**src/rtl/fp_sub_seq.sv**
```systemverilog
`default_nettype none
// ============================================================================
// Module   : fp_sub_seq
// Brief    : Sequential IEEE-754 single subtractor, result = A - B, with a
//            valid/ready handshake and one-bit-per-cycle normalization.
//            Define FP_SUB_GUARD_EN for guard/round/sticky and RNE rounding.
// Revision : 1.0  initial release
// ============================================================================
module fp_sub_seq (
    input  logic        clk,
    input  logic        rst_n,
    input  logic        in_valid,
    output logic        in_ready,
    input  logic [31:0] A,
    input  logic [31:0] B,
    output logic        out_valid,
    input  logic        out_ready,
    output logic [31:0] result,
    output logic        busy
);

`ifdef FP_SUB_GUARD_EN
    localparam int C_GRD = 3;
`else
    localparam int C_GRD = 0;
`endif
    localparam int C_MW = 24 + C_GRD;

    typedef enum logic [2:0] {
        S_IDLE  = 3'd0,
        S_ALIGN = 3'd1,
        S_SUB   = 3'd2,
        S_NORM  = 3'd3,
        S_PACK  = 3'd4,
        S_DONE  = 3'd5
    } state_t;

`ifdef FP_SUB_GUARD_EN
    localparam state_t C_AFTER_NORM = S_PACK;
`else
    localparam state_t C_AFTER_NORM = S_DONE;
`endif

    state_t          state_q;
    logic [31:0]     a_q, b_q;
    logic            sign_q, eff_sub_q, fin_q, out_valid_q;
    logic [8:0]      exp_q;
    logic [C_MW-1:0] lm_q, sm_q;
    logic [31:0]     result_q;

    // Operand ordering and alignment, evaluated while in ALIGN.
    logic [30:0]     w_a_key, w_b_key;
    logic [31:0]     w_l, w_s;
    logic [7:0]      w_diff;
    logic [C_MW-1:0] w_lm, w_sm_full, w_sm_al;
`ifdef FP_SUB_GUARD_EN
    logic [2*C_MW-1:0] w_wide;
`endif

    always_comb begin
        w_a_key   = (a_q[30:23] == 8'd0) ? 31'd0 : a_q[30:0];
        w_b_key   = (b_q[30:23] == 8'd0) ? 31'd0 : b_q[30:0];
        w_l       = (w_a_key >= w_b_key) ? a_q : b_q;
        w_s       = (w_a_key >= w_b_key) ? b_q : a_q;
        w_diff    = w_l[30:23] - w_s[30:23];
        w_lm      = (w_l[30:23] == 8'd0) ? '0 : (C_MW'({1'b1, w_l[22:0]}) << C_GRD);
        w_sm_full = (w_s[30:23] == 8'd0) ? '0 : (C_MW'({1'b1, w_s[22:0]}) << C_GRD);
`ifdef FP_SUB_GUARD_EN
        // Everything shifted past the datapath collapses into the sticky bit.
        w_wide  = {w_sm_full, {C_MW{1'b0}}} >> w_diff;
        w_sm_al = w_wide[2*C_MW-1:C_MW] | {{(C_MW-1){1'b0}}, |w_wide[C_MW-1:0]};
        if (w_diff >= 8'd27) begin
            w_sm_al = {{(C_MW-1){1'b0}}, |w_sm_full};
        end
`else
        w_sm_al = w_sm_full >> w_diff;
`endif
    end

    logic [C_MW:0]   w_sum;
    logic [C_MW-1:0] w_carry_m;
    logic [8:0]      w_exp_inc;

    always_comb begin
        w_sum     = eff_sub_q ? ({1'b0, lm_q} - {1'b0, sm_q}) : ({1'b0, lm_q} + {1'b0, sm_q});
        w_carry_m = w_sum[C_MW:1];
`ifdef FP_SUB_GUARD_EN
        w_carry_m[0] = w_sum[1] | w_sum[0];
`endif
        w_exp_inc = exp_q + 9'd1;
    end

`ifdef FP_SUB_GUARD_EN
    logic        w_up;
    logic [24:0] w_rnd;
    always_comb begin
        w_up  = lm_q[2] & (lm_q[1] | lm_q[0] | lm_q[3]);
        w_rnd = {1'b0, lm_q[26:3]} + {24'd0, w_up};
    end
`endif

    always_ff @(posedge clk or negedge rst_n) begin
        if (!rst_n) begin
            state_q     <= S_IDLE;
            a_q         <= '0;
            b_q         <= '0;
            sign_q      <= 1'b0;
            eff_sub_q   <= 1'b0;
            fin_q       <= 1'b0;
            exp_q       <= '0;
            lm_q        <= '0;
            sm_q        <= '0;
            out_valid_q <= 1'b0;
            result_q    <= '0;
        end else begin
            case (state_q)
                S_IDLE: begin
                    if (in_valid) begin
                        a_q     <= A;
                        b_q     <= {~B[31], B[30:0]};
                        fin_q   <= 1'b0;
                        state_q <= S_ALIGN;
                    end
                end
                S_ALIGN: begin
                    sign_q    <= w_l[31];
                    eff_sub_q <= w_l[31] ^ w_s[31];
                    exp_q     <= {1'b0, w_l[30:23]};
                    lm_q      <= w_lm;
                    sm_q      <= w_sm_al;
                    state_q   <= S_SUB;
                end
                S_SUB: begin
                    // Short-cut results still pass through NORM to keep latency uniform.
                    state_q <= S_NORM;
                    if (w_sum == '0) begin
                        result_q <= 32'd0;
                        fin_q    <= 1'b1;
                    end else if (w_sum[C_MW]) begin
                        if (w_exp_inc >= 9'd255) begin
                            result_q <= {sign_q, 8'hFF, 23'd0};
                            fin_q    <= 1'b1;
                        end else begin
                            lm_q  <= w_carry_m;
                            exp_q <= w_exp_inc;
                        end
                    end else begin
                        lm_q <= w_sum[C_MW-1:0];
                    end
                end
                S_NORM: begin
                    if (fin_q) begin
                        state_q     <= C_AFTER_NORM;
                        out_valid_q <= (C_AFTER_NORM == S_DONE);
                    end else if (lm_q[C_MW-1]) begin
                        result_q    <= {sign_q, exp_q[7:0], lm_q[C_MW-2 -: 23]};
                        state_q     <= C_AFTER_NORM;
                        out_valid_q <= (C_AFTER_NORM == S_DONE);
                    end else if (exp_q <= 9'd1) begin
                        result_q    <= {sign_q, 31'd0};
                        fin_q       <= 1'b1;
                        state_q     <= C_AFTER_NORM;
                        out_valid_q <= (C_AFTER_NORM == S_DONE);
                    end else begin
                        lm_q  <= lm_q << 1;
                        exp_q <= exp_q - 9'd1;
                    end
                end
`ifdef FP_SUB_GUARD_EN
                S_PACK: begin
                    if (!fin_q) begin
                        if (w_rnd[24]) begin
                            if (w_exp_inc >= 9'd255) begin
                                result_q <= {sign_q, 8'hFF, 23'd0};
                            end else begin
                                result_q <= {sign_q, w_exp_inc[7:0], 23'd0};
                            end
                        end else begin
                            result_q <= {sign_q, exp_q[7:0], w_rnd[22:0]};
                        end
                    end
                    out_valid_q <= 1'b1;
                    state_q     <= S_DONE;
                end
`endif
                S_DONE: begin
                    if (out_ready) begin
                        out_valid_q <= 1'b0;
                        state_q     <= S_IDLE;
                    end
                end
                default: begin
                    out_valid_q <= 1'b0;
                    state_q     <= S_IDLE;
                end
            endcase
        end
    end

    assign in_ready  = (state_q == S_IDLE);
    assign busy      = (state_q != S_IDLE);
    assign out_valid = out_valid_q;
    assign result    = result_q;

endmodule
`default_nettype wire
```
**config.mk**
```make
export PLATFORM = sky130hd
export DESIGN_NAME = fp_sub_seq
export DESIGN_NICKNAME = d
export VERILOG_FILES = /design/src/rtl/fp_sub_seq.sv
export SDC_FILE = /design/constraint.sdc
export NUM_CORES = 1
export LEC_CHECK = 0
export CORE_ASPECT_RATIO = 0.8
export CORE_MARGIN = 1.5
export CORE_UTILIZATION = 33
export DETAILED_ROUTE_END_ITERATION = 7
export MAX_ROUTING_LAYER = met4
export REMOVE_ABC_BUFFERS = 1
export SLEW_MARGIN = 25
export SYNTH_ARGS = -nofsm -noshare
export SYNTH_HDL_FRONTEND = slang
export SYNTH_SLANG_ARGS = --single-unit
```
**constraint.sdc**
```tcl
create_clock -name clk -period 7.25 [get_ports clk]
set_clock_uncertainty 0.2 [all_clocks]
set_input_delay 1.0875 -clock clk [delete_from_list [all_inputs] [get_ports clk]]
set_output_delay 1.0875 -clock clk [all_outputs]
set_load 0.02 [all_outputs]
```
==> qor.txt <==
result of the run = finished, final reports clean
instance count along the most critical hold path = 1
count of final hold-check violations = 0
Final GP Congestion = 0.957
Reg clk slew, reported paths = 0.07 ns
Seq. cell area = 4000 sq um
headroom to the max-slew limit = 34.1%
DRT iter0 DRCs = 1231
f_max = 0.157 GHz
cell type with the largest total area after synthesis = sky130_fd_sc_hd__dfrtp_1
Net count, final = 1799
routed length per instance = 19.1 um
number of buffers on the longest clock path = 2
minimum clock period = 6.36 ns
number of iterations in the first detailed-routing pass = 6
number of synthesis warnings = 0
H-tree levels = 4
crit path cell chain = nor4_1 > nand2_1 > and2_1 > ha_1 > o21ai_1 > a22o_1 > a2111oi_2 > o2111a_1 > nor2_4 > nor2_1 > a21oi_1 > ha_1 > a41oi_1 > and2_1 > xor2_2 > nor2_1 > nor4_1 > o31ai_1 > a32o_1
fill count = 3983
final cell area excluding filler cells = 15200 sq um
Slew Viols, Final = 0
grt total ovfl = 0
fraction of layout cells with a size suffix above 1 = 7.85%
estimated wirelength of the detail-placed design = 31.7 mm
Horiz. Die Dim = 226 um
R2R cell count = 19
post-CTS setup repair buffer count = 0
area of the multi-input gates = 8490 sq um
first-pass GRT wire length = 67.3 mm
element type at the critical path end = register
start point of the critical path = a_q[27]
register bit total from synthesis = 160
EDFF count, synth = 0
clock latency at the later pin of the worst-skew pair = 0.45 ns
hold path endpoint = result[30]
stage delay of the slowest cell on the critical path = 0.70 ns
final count of negative-setup-slack endpoints = 0
GR Util All Layers = 21.7%
Crit Reg-Reg Startpoint = a_q[27]
most common cell in the netlist = sky130_fd_sc_hd__nand2_1
CTS sink count = 160
Most used DFF post-synth = sky130_fd_sc_hd__dfrtp_1
I/O pin cnt = 103
largest cells by area after synthesis = sky130_fd_sc_hd__dfrtp_1 31%, sky130_fd_sc_hd__nand2_1 11%, sky130_fd_sc_hd__mux2i_1 8.6%, sky130_fd_sc_hd__ha_1 5.8%, sky130_fd_sc_hd__a21oi_1 3.6%
proportion of synthesized chip area in sequential cells = 30.6%
unrepaired setup endpoints after global routing = no
count of vias placed by the detailed router = 12200
Required @ worst endpoint = 7.39 ns
share of flip-flops with an asynchronous set or reset = 100%
starting utilization of the core area = 33.3%
total of max-cap violations = 0
growth of design area from synthesis to finish = 16.0%
number of hold-repair buffers added at the cts stage = 0
number of buffers added on ports = 102
critical register-to-register path endpoint = sm_q[3]
chip height = 181 um
Vias per Instance = 5.49
Crit Path Category = reg2reg
part of the cycle the worst path needs = 87.7%
via count of the first global-routing pass = 11400
die area = 40900 sq um
Post-Syn Area per Cell = 8.07 sq um
number of instances in the synthesized netlist = 1622
clock tree from TritonCTS = built
CTS resizes = 0
remaining antenna violation count after routing = 0
antenna violations before repair = 0
critical path launch point type = register
Remaining DRCs = 0
class of the tightest hold or removal check = reg2reg
most numerous cell types in the synthesized netlist = 383 x sky130_fd_sc_hd__nand2_1, 160 x sky130_fd_sc_hd__dfrtp_1, 113 x sky130_fd_sc_hd__mux2i_1, 102 x sky130_fd_sc_hd__nor2_1, 94 x sky130_fd_sc_hd__a21oi_1
Synth Cell Area = 13100 sq um
data arrival at the endpoint of the critical path = 6.50 ns
clock tree root buffer cell = sky130_fd_sc_hd__clkbuf_16
Distinct cells, synth = 97
fraction of post-synthesis cell area in the top cell type by area = 30.6%
CP max-delay cell = sky130_fd_sc_hd__xor2_2
Worst Max-Slew Pin Slew = 0.985 ns
FF-to-FF setup slack = 0.89 ns
min-delay src = result[30]
standard-cell rows = 65
crit-path max FO = 25
pin count of the biggest net entering global routing = 87
core area = 39300 sq um
WL final = 42.4 mm
number of clock buffers inserted by TritonCTS = 17
number of antenna diodes = 0
area after detailed placement = 14600 sq um
-- worst max-delay path, delay by kind of cell, from the launching register on --
kind,cells,cell delay [ns]
and+or+nand+nor,8,2.21
AOI/OAI and AO/OA,8,2.08
DFF,1,0.51
adders and majority gates,2,0.53
xor gates and xnor gates,1,0.70
-- through the flow --
stage / util [%] / hold slack, ns / instances / TNS (ns) / setup slack, ns
2_1_floorplan: - / 0.250 / 1527 / -0.465 / -0.193
3_3_place_gp: 37.1 / 0.298 / 2185 / 0 / 1.10
3_5_place_dp: 37.1 / 0.302 / 2185 / 0 / 0.989
4_1_cts: 38.6 / 0.317 / 2216 / 0 / 0.967
5_1_grt: 38.6 / 0.335 / 2217 / 0 / 0.391
6_report: 38.6 / 0.311 / 2217 / 0 / 0.889
-- cell type report --
class                           count  area share [%]
Clock buffer                       22            3.12
Clock inverter                      9           0.717
Inverter                           62            1.53
Multi-Input combinational cell   1305            55.9
Sequential cell                   160            26.4
Tap cell                          536            4.42
Timing Repair Buffer              123            7.91
-- cell families after synthesis --
family | Yosys count | synth area share, %
muxes | 148 | 12.2
and+or+nand+nor | 679 | 23.4
adders and majority gates | 63 | 6.06
AOI/OAI and AO/OA | 370 | 19.5
buffers and inverters | 157 | 4.92
DFF | 160 | 30.6
xor gates and xnor gates | 45 | 3.27
-- layer usage --
metal  track usage [%]  part of all wire (%)  up-vias
met3              4.29                   7.0       38
met1              32.3                    50     5896
met4              4.67                   1.4        0
met2              30.0                    41      404
li1                  -                     -     5835
met5                 -                     0        -
-- sequential cells by signal, summed over array words and instances, names as in the netlist, 3 cells and up --
name     cells
lm_q        24
state_q      3
exp_q        9
result      32
b_q         32
a_q         32
sm_q        24
-- layout by cell type, fill, tap and decap left out, types with 22 or more instances in the layout --
cell type                         count
sky130_fd_sc_hd__nand2_1            381
sky130_fd_sc_hd__dfrtp_1            160
sky130_fd_sc_hd__mux2i_1            113
sky130_fd_sc_hd__clkdlybuf4s50_1    101
sky130_fd_sc_hd__nor2_1             100
sky130_fd_sc_hd__a21oi_1             94
sky130_fd_sc_hd__o21ai_0             67
sky130_fd_sc_hd__inv_1               61
sky130_fd_sc_hd__ha_1                61
sky130_fd_sc_hd__nand3_1             40
sky130_fd_sc_hd__xnor2_1             32
sky130_fd_sc_hd__and2_1              31
sky130_fd_sc_hd__a211oi_1            25
sky130_fd_sc_hd__nor3_1              22
sky130_fd_sc_hd__a21o_1              22
-- how the worst max path moves through the flow --
stage / end / slack (ns)
6_report: sm_q[3] / 0.89
5_1_grt: sm_q[3] / 0.39
4_1_cts: sm_q[3] / 0.97
3_5_place_dp: sm_q[8] / 0.99
3_3_place_gp: sm_q[2] / 1.10
2_1_floorplan: sm_q[3] / -0.19
Power is left out: the tool's default activity adds up to more than one toggle a clock period on the data nets, which glitch-free logic cannot reach.
